**src/rtl/median_pkg.sv**
```systemverilog
// median_pkg: shared defaults, state encoding and counter sizing for the median filter
package median_pkg;
    localparam int PIX_W_DEF = 8;
    typedef enum logic {FILL, RUN} state_t;
    function automatic int cnt_w(input int n);
        return n > 1 ? $clog2(n) : 1;
    endfunction
endpackage

```
**src/rtl/median9.sv**
```systemverilog
// median9: combinational 9-input median via a 19-element compare-exchange network
module median9 import median_pkg::*; #(
    parameter int PIX_W = PIX_W_DEF
) (
    input  logic [9*PIX_W-1:0] win,
    output logic [PIX_W-1:0]   med
);
    logic [PIX_W-1:0] v [9];
    function automatic logic [2*PIX_W-1:0] cx(input logic [PIX_W-1:0] a, input logic [PIX_W-1:0] b);
        return a > b ? {b, a} : {a, b};
    endfunction
    always_comb begin
        {v[0], v[1], v[2], v[3], v[4], v[5], v[6], v[7], v[8]} = win;
        {v[1], v[2]} = cx(v[1], v[2]);
        {v[4], v[5]} = cx(v[4], v[5]);
        {v[7], v[8]} = cx(v[7], v[8]);
        {v[0], v[1]} = cx(v[0], v[1]);
        {v[3], v[4]} = cx(v[3], v[4]);
        {v[6], v[7]} = cx(v[6], v[7]);
        {v[1], v[2]} = cx(v[1], v[2]);
        {v[4], v[5]} = cx(v[4], v[5]);
        {v[7], v[8]} = cx(v[7], v[8]);
        {v[0], v[3]} = cx(v[0], v[3]);
        {v[5], v[8]} = cx(v[5], v[8]);
        {v[4], v[7]} = cx(v[4], v[7]);
        {v[3], v[6]} = cx(v[3], v[6]);
        {v[1], v[4]} = cx(v[1], v[4]);
        {v[2], v[5]} = cx(v[2], v[5]);
        {v[4], v[7]} = cx(v[4], v[7]);
        {v[4], v[2]} = cx(v[4], v[2]);
        {v[6], v[4]} = cx(v[6], v[4]);
        {v[4], v[2]} = cx(v[4], v[2]);
        med = v[4];
    end
endmodule

```
**src/rtl/median3x3_stream.sv**
```systemverilog
// median3x3_stream: raster-order 3x3 median filter with two line buffers and registered output
module median3x3_stream import median_pkg::*; #(
    parameter int PIX_W = PIX_W_DEF,
    parameter int IMG_W = 100,
    parameter int IMG_H = 100
) (
    input  logic             clk,
    input  logic             rst,
    input  logic             s_valid,
    output logic             s_ready,
    input  logic [PIX_W-1:0] s_data,
    input  logic             s_sof,
    input  logic             bypass,
    output logic             m_valid,
    input  logic             m_ready,
    output logic [PIX_W-1:0] m_data,
    output logic             m_eol,
    output logic             m_last
);
    localparam int CW = cnt_w(IMG_W);
    localparam int RW = cnt_w(IMG_H);
    localparam logic [CW-1:0] CMAX = CW'(IMG_W - 1);
    localparam logic [RW-1:0] RMAX = RW'(IMG_H - 1);
    logic [CW-1:0] col, ecol, ncol;
    logic [RW-1:0] row, erow, nrow;
    state_t state, state_nx;
    logic [PIX_W-1:0] lb0 [IMG_W];
    logic [PIX_W-1:0] lb1 [IMG_W];
    logic [PIX_W-1:0] w [3][3];
    logic [PIX_W-1:0] top_px, mid_px, med;
    logic [9*PIX_W-1:0] win;
    logic xfer, emit;
    assign s_ready = !m_valid || m_ready;
    assign xfer = s_valid && s_ready;
    // a start-of-frame pixel is processed as position (0,0) regardless of the counters
    always_comb begin
        ecol = s_sof ? '0 : col;
        erow = s_sof ? '0 : row;
        ncol = ecol == CMAX ? '0 : ecol + 1'b1;
        nrow = ecol != CMAX ? erow : erow == RMAX ? '0 : erow + 1'b1;
        top_px = lb1[ecol];
        mid_px = lb0[ecol];
        win = {w[0][1], w[0][2], top_px, w[1][1], w[1][2], mid_px, w[2][1], w[2][2], s_data};
    end
    median9 #(.PIX_W(PIX_W)) u_med (.win(win), .med(med));
    always_ff @(posedge clk)
        state <= rst ? FILL : state_nx;
    always_comb
        state_nx = xfer ? (nrow >= RW'(2) ? RUN : FILL) : state;
    always_comb
        emit = xfer && !s_sof && state == RUN && col >= CW'(2);
    always_ff @(posedge clk)
        if (xfer) begin
            lb1[ecol] <= lb0[ecol];
            lb0[ecol] <= s_data;
        end
    always_ff @(posedge clk) begin
        if (rst) begin
            col <= '0;
            row <= '0;
            w <= '{default: '0};
            m_valid <= 1'b0;
            m_data <= '0;
            m_eol <= 1'b0;
            m_last <= 1'b0;
        end else begin
            if (xfer) begin
                col <= ncol;
                row <= nrow;
                w[0] <= '{w[0][1], w[0][2], top_px};
                w[1] <= '{w[1][1], w[1][2], mid_px};
                w[2] <= '{w[2][1], w[2][2], s_data};
            end
            if (emit) begin
                m_valid <= 1'b1;
                m_data <= bypass ? w[1][2] : med;
                m_eol <= col == CMAX;
                m_last <= col == CMAX && row == RMAX;
            end else if (m_ready) begin
                m_valid <= 1'b0;
            end
        end
    end
endmodule

```
**config.mk**
```make
export PLATFORM = sky130hd
export DESIGN_NAME = median3x3_stream
export DESIGN_NICKNAME = d
export VERILOG_FILES = /design/src/rtl/median_pkg.sv /design/src/rtl/median9.sv /design/src/rtl/median3x3_stream.sv
export SDC_FILE = /design/constraint.sdc
export NUM_CORES = 2
export LEC_CHECK = 0
export CORE_MARGIN = 4
export CORE_UTILIZATION = 51
export DETAILED_ROUTE_END_ITERATION = 16
export GPL_ROUTABILITY_DRIVEN = 0
export HOLD_SLACK_MARGIN = 0.12
export PLACE_DENSITY = 0.62
export SLEW_MARGIN = 20
export SYNTH_ARGS = -nofsm -noshare
export SYNTH_HDL_FRONTEND = slang
export SYNTH_SLANG_ARGS = --single-unit
```
**constraint.sdc**
```tcl
create_clock -name clk -period 54.8 [get_ports clk]
set_input_delay 10.96 -clock clk [delete_from_list [all_inputs] [get_ports clk]]
set_output_delay 10.96 -clock clk [all_outputs]
set_load 0.02 [all_outputs]
```
## Yosys cells after proc, flatten, opt, wreduce, memory -nomap -nowiden

Memory sizes are Yosys's and may differ from the RTL's.
Cells that the tools add are included.

| storage, ports and cells | value |
|---|---|
| register bits | 74 |
| memory bits (writable) | 1600 |
| output and inout port bits | 12 |
| word-level logic and storage cells | 82 |
| memories | 2 |

| cells by class | value |
|---|---|
| add/subtract/negate cells | 2 |
| magnitude comparators | 21 |
| equality and inequality tests | 5 |
| mux-type cells | 30 |
| reduce and logical (&&, ||, !) cells | 9 |

Memory list:

| name | depth | bits a word | rd ports | clocked after memory_dff | wr ports | RTL line | text |
|---|---|---|---|---|---|---|---|
| lb0 | 100 | 8 | 1 | 0 | 1 | median3x3_stream.sv:27 | `logic [PIX_W-1:0] lb0 [IMG_W];` |
| lb1 | 100 | 8 | 1 | 0 | 1 | median3x3_stream.sv:28 | `logic [PIX_W-1:0] lb1 [IMG_W];` |

Operators by type and width:

| cell | number |
|---|---|
| 16-bit 2-to-1 mux | 15 |
| 8-bit > comparator | 19 |
| 8-bit 2-to-1 mux | 5 |
| 7-bit 2-to-1 mux | 5 |
| 7-bit equality test, second input constant | 4 |
| 7-bit by 1-bit adder with 7-bit output, second input constant | 2 |
| 7-bit by 2-bit greater-or-equal comparator with 1-bit output, second input constant | 2 |
| 7-bit inequality test, second input constant | 1 |
| 1-bit logical AND | 5 |
| 1-bit 2-to-1 mux | 5 |
| 1-bit zero test | 2 |
| 2-bit nonzero test | 1 |
| 1-bit logical OR | 1 |

## Depth between registers and ports, before layout

An unclocked memory read counts as a cell.

| logic depth | value |
|---|---|
| depth in word-level cells | 21 |
| mapped depth | 115 |
| mapped depth without buffers | 94 |

## By module

Synthesis repeated with hierarchy kept, for this count alone.

| second synthesis, totals | value |
|---|---|
| cell total of the unflattened synthesis | 5014 |
| area, all modules | 72171.7 um^2 |

By module, submodules not included:

| module | times used | cells an instance | area an instance (um^2) | sequential area each (um^2) |
|---|---|---|---|---|
| median3x3_stream | 1 | 4019 | 65312.6 | 49527.5 |
| median9 | 1 | 995 | 6859.1 | 0.0 |

## Worst setup path after synthesis

Ideal clock, no wire load.

| timing path | value |
|---|---|
| kind | input to register |
| start | input s_sof |
| end | register m_data[4] |
| library setup time | 0.086 ns |
| data arrival time | 32.149 ns |
| required time | 54.714 ns |
| setup slack | 22.565 ns |
| stages on the path | 102 |
| buffers on the path | 17 |
| cells stage by stage | buf_4 -> buf_6 -> buf_4 -> nor2_2 -> buf_2 -> buf_2 -> buf_1 -> o221ai_1 -> o21ai_0 -> a41oi_1 -> nor4b_2 -> ha_1 -> nand4_1 -> nor2_1 -> a31oi_1 -> o21ai_0 -> mux2i_2 -> buf_2 -> [... 66 more ...] -> and2_1 -> and3_1 -> clkbuf_1 -> nor3_1 -> or2_2 -> ha_1 -> nor2b_1 -> o21a_1 -> o21ai_0 -> nand2b_1 -> a21oi_1 -> o21ai_0 -> o21ai_1 -> nand2_1 -> a211o_1 -> a22oi_1 -> o31ai_1 -> a211oi_1 |

| between the ends | value |
|---|---|
| longest elaborated chain between the ends | 21 |
| elaborated cells between the ends (all ways) | 40 |
| those cells by class | order compare: 16; mux: 18; reduce/logical: 4; memory: 2 |

Ends and longest elaborated chain:

| element | RTL line | text |
|---|---|---|
| start, declared | median3x3_stream.sv:12 | `input logic s_sof,` |
| 7-bit 2-to-1 mux * | median3x3_stream.sv:37 | `ecol = s_sof ? '0 : col;` |
| memory read 100 x 8 bit * | -- |  |
| named net mid_px[0] | median3x3_stream.sv:30 | `logic [PIX_W-1:0] top_px, mid_px, med;` |
| 8-bit > comparator | median9.sv:10 | `return a > b ? {b, a} : {a, b};` |
| 16-bit 2-to-1 mux * | median9.sv:10 |  |
| 8-bit > comparator | median9.sv:10 |  |
| 16-bit 2-to-1 mux | median9.sv:10 |  |
| 8-bit > comparator | median9.sv:10 |  |
| [... 6 more ...] | -- |  |
| 16-bit 2-to-1 mux | median9.sv:10 |  |
| 8-bit > comparator | median9.sv:10 |  |
| 16-bit 2-to-1 mux | median9.sv:10 |  |
| 8-bit > comparator | median9.sv:10 |  |
| 8-bit 2-to-1 mux | median9.sv:10 |  |
| 8-bit > comparator | median9.sv:10 |  |
| 16-bit 2-to-1 mux * | median9.sv:10 |  |
| 8-bit 2-to-1 mux * | median3x3_stream.sv:76 | `m_data <= bypass ? w[1][2] : med;` |
| end signal, assigned | median3x3_stream.sv:76 |  |
| end, declared | median3x3_stream.sv:16 | `output logic [PIX_W-1:0] m_data,` |

The timed path passes the listed nets; every way through them passes the cells marked *.
A chain may end at the register's enable or synchronous reset.

## Worst setup path after layout

Same ends and word-level chain as after synthesis.

==> impl_metrics.tcl <==
set metrics [dict create \
    power_density_nw_per_um2 65.7 \
    firstDrtPassIters 8 \
    endpoint_kind "register" \
    synthAdderAreaFrac_pct 2.61 \
    yosys-top-cells-count "1,600 x edfxtp_1, 351 x nand2_1, 329 x mux2i_1" \
    port-buffer-count 25 \
    clock_skew_ns 0.0479 \
    grt_pass1_vias 45800 \
    comb_power_share_pct 52.1 \
    async_reset_ff_share_pct 0 \
    die_width_um 385 \
    grt_start_max_net_pins 87 \
    fin_setup_tns_ns 0 \
    slew_headroom_pct 7.71 \
    syn_area_per_cell_um2 14.4 \
    hold_viol 0 \
    r2r_slack_ns 30.38 \
    grt_usage_pct 34.5 \
    layout_setup_ws_ns 21.51 \
    antenna_found_initial 20 \
    rsz0062_at_grt "false" \
    setup_violations 0 \
    ir_drop_v 0.000378 \
    finalCritPeriodShare_pct 60.8 \
    hold_start "m_last$_SDFFE_PP0P_" \
    critPathTopFamily "compound AO/OA/AOI/OAI gates" \
    r2r.worst_path.cells 91 \
    grt-ovfl-total 0 \
    min_path_cells 2 \
    p_int_mw 3.04 \
    maxSlewViolCount 0 \
    hold-worst-slack_ns 0.455 \
    slowest_delay_ns 0.81 \
    cp.arrival_ns 34.01 \
    crit_top_cell "ha_1" \
    num_rows 138 \
    synth_area_um2 72500 \
    numCtsBuffers 171 \
    dp_hpwl_mm 163 \
    vias_per_cell 6.88 \
    crit_required_ns 55.51 \
    path_buf_inv 13 \
    cts.sinks 1674 \
    cp_max_fo 47 \
    clk_pin_slew_ns 0.06 \
    holdBufCountCts 0 \
    seqPwrFrac_pct 26.7 \
    nets 5347 \
    post-route-min-period_ns 33.29 \
    ys_warn_count 0 \
    synthMuxAreaShare_pct 7.08 \
    pin_count 26 \
    r2r_end "m_data[4]$_SDFFE_PP0P_" \
    netlist_instances 5049 \
    initial_core_util_pct 51.2 \
    switching_share_pct 42.7 \
    worst_pin_slew_ns 1.38 \
    cts.repair.resized 0 \
    dieArea_um2 148000 \
    fp.coreArea_um2 141000 \
    ys_ff_latch 1674 \
    post-place-cells 6897 \
    drive_gt1_share_pct 13.4 \
    wirelength_mm 258 \
    slowest_stage "o21ai_1" \
    cts_root_buffer "clkbuf_16" \
    synth-simple-area-share_pct 6.58 \
    clockBufferDepth 3 \
    critPathLaunchType "input pin" \
    drtIter0Drc 8028 \
    yosysMostFrequentCell "edfxtp_1" \
    grt_pass1_wl_mm 359 \
    synth_nets 5214 \
    postCtsSetupBuffers 0 \
    syn_to_final_growth_pct 11.7 \
    synth_edf_count 1600 \
    htree_num_levels 4 \
    final_cells 7225 \
    hp-class "register to register" \
    synth_top_area_cell "edfxtp_1" \
    wire_per_inst_um 35.7 \
    fmax_mhz 30.0 \
    yosysSeqAreaShare_pct 68.4 \
    fill_cells 11100 \
    p_leak_nw 26.7 \
    r2r_start "col[0]$_SDFFE_PP0P_" \
    clockPowerShare_pct 21.2 \
    status "completed" \
    fp.dieH_um 385 \
    vias 49700 \
    synth_ff_type "edfxtp_1" \
    preCtsSetupSlack_ns 21.51 \
    cts_tree "yes" \
    drc_errors 0 \
    synth_top_cell_area_share_pct 66.3 \
    yosysUniqueCellTypes 112 \
    ys_top_cells_by_area "edfxtp_1 66%, mux2i_1 4.5%, ha_1 2.6%, dfxtp_1 2.0%, a21oi_1 1.9%" \
    synth-compound-area-share_pct 12.7 \
    min_to "m_last$_SDFFE_PP0P_" \
    synth_top_family_by_area "compound AO/OA/AOI/OAI gates" \
    p_sw_mw 2.27 \
    insertion_delay_ns 0.82 \
    critPathKind "input pin to register" \
    synthXorXnorAreaFrac_pct 0.0242 \
    maxCapViolCount 0 \
    ant_nets 0 \
]
[per-stage QoR]
stage / utilization, % / area [µm²] / power, mW
final: 57.2 / 80900 / 5.31
after global routing: 57.2 / 80900 / 5.65
after CTS: 57.2 / 80800 / 5.25
after detailed placement: 53.4 / 75500 / 4.13
after global placement: 53.4 / 75500 / 4.09
after floorplan: - / 72500 / 3.48
[power groups by stage]
stage	Combinational (mW)	Clock, mW	Sequential, mW
global placement	2.65	0	1.45
global route	3.05	1.18	1.42
finish	2.77	1.12	1.42
floorplan	2.03	0	1.45
CTS	2.70	1.13	1.42
detailed placement	2.68	0	1.45
[worst reg2reg max path, delay by kind of cell (launching register included)]
family	cells	cell delay, ns
buffers and inverters	11	3.52
AND/OR/NAND/NOR	23	6.05
AO/OA/AOI/OAI	45	10.68
adder cells (fa/ha/maj)	9	2.64
flip-flops	1	0.72
multiplexers	3	0.71
[area by class of cell]
type	instances	area, µm²	area share, %
clock buffers	217	4550	5.62
well taps	1890	2360	2.92
diodes	14	35.0	0.0433
clock inverters	95	778	0.962
repair buffers	267	2040	2.52
flip-flops and latches	1674	49500	61.2
inverters	113	427	0.527
multi-input cells	2955	21200	26.2
[state kept, by name (all words and copies together), names as in the netlist]
name / count
m_valid: 1
row: 7
m_last: 1
lb0: 800
w: 48
state: 1
lb1: 800
col: 7
m_eol: 1
m_data: 8
[layout by cell type, fill, tap and decap left out, drive strengths merged, types with 38 or more instances in the layout]
cell	n
nor3b	39
o22ai	146
a31oi	43
a222oi	43
nand3	68
dfxtp	74
a21o	44
nand2	351
a22oi	111
nor2	330
nor3	38
buf	251
a211oi	52
o21ai	220
mux2	102
inv	118
ha	151
edfxtp	1600
mux2i	330
clkbuf	218
a21oi	271
clkinv	76
a221oi	44
o221ai	55
[cells by family (layout without fill, tap and decap cells)]
family,Yosys count,in the layout
AO/OA/AOI/OAI,1323,1323
XOR/XNOR,2,2
adder cells (fa/ha/maj),151,151
buffers and inverters,420,692
flip-flops,1674,1674
multiplexers,462,462
other,0,14
AND/OR/NAND/NOR,1017,1017
[how the worst max path moves through the flow]
| stage | from | to | slack (ns) | depth (start not counted) |
|---|---|---|---|---|
| final | s_sof | m_data[4]$_SDFFE_PP0P_ | 21.51 | 93 |
| after detailed placement | s_sof | m_data[4]$_SDFFE_PP0P_ | 21.51 | 93 |
| after floorplan | s_sof | m_data[4]$_SDFFE_PP0P_ | 22.57 | 102 |
| after global placement | s_sof | m_data[4]$_SDFFE_PP0P_ | 21.77 | 90 |
| after global routing | s_sof | m_data[4]$_SDFFE_PP0P_ | 20.42 | 93 |
| after CTS | s_sof | m_data[4]$_SDFFE_PP0P_ | 22.31 | 93 |
[routing by layer]
metal  vias up  share of wire [%]  global-route usage, %
li1      20300                  -                      -
met1     24800                 37                   46.6
met2      3812                 42                   48.9
met5         -              0.074                  0.728
met3       815                 14                   11.9
met4        10                6.7                   19.0
Note: power is estimated with default switching activity, not from simulation.
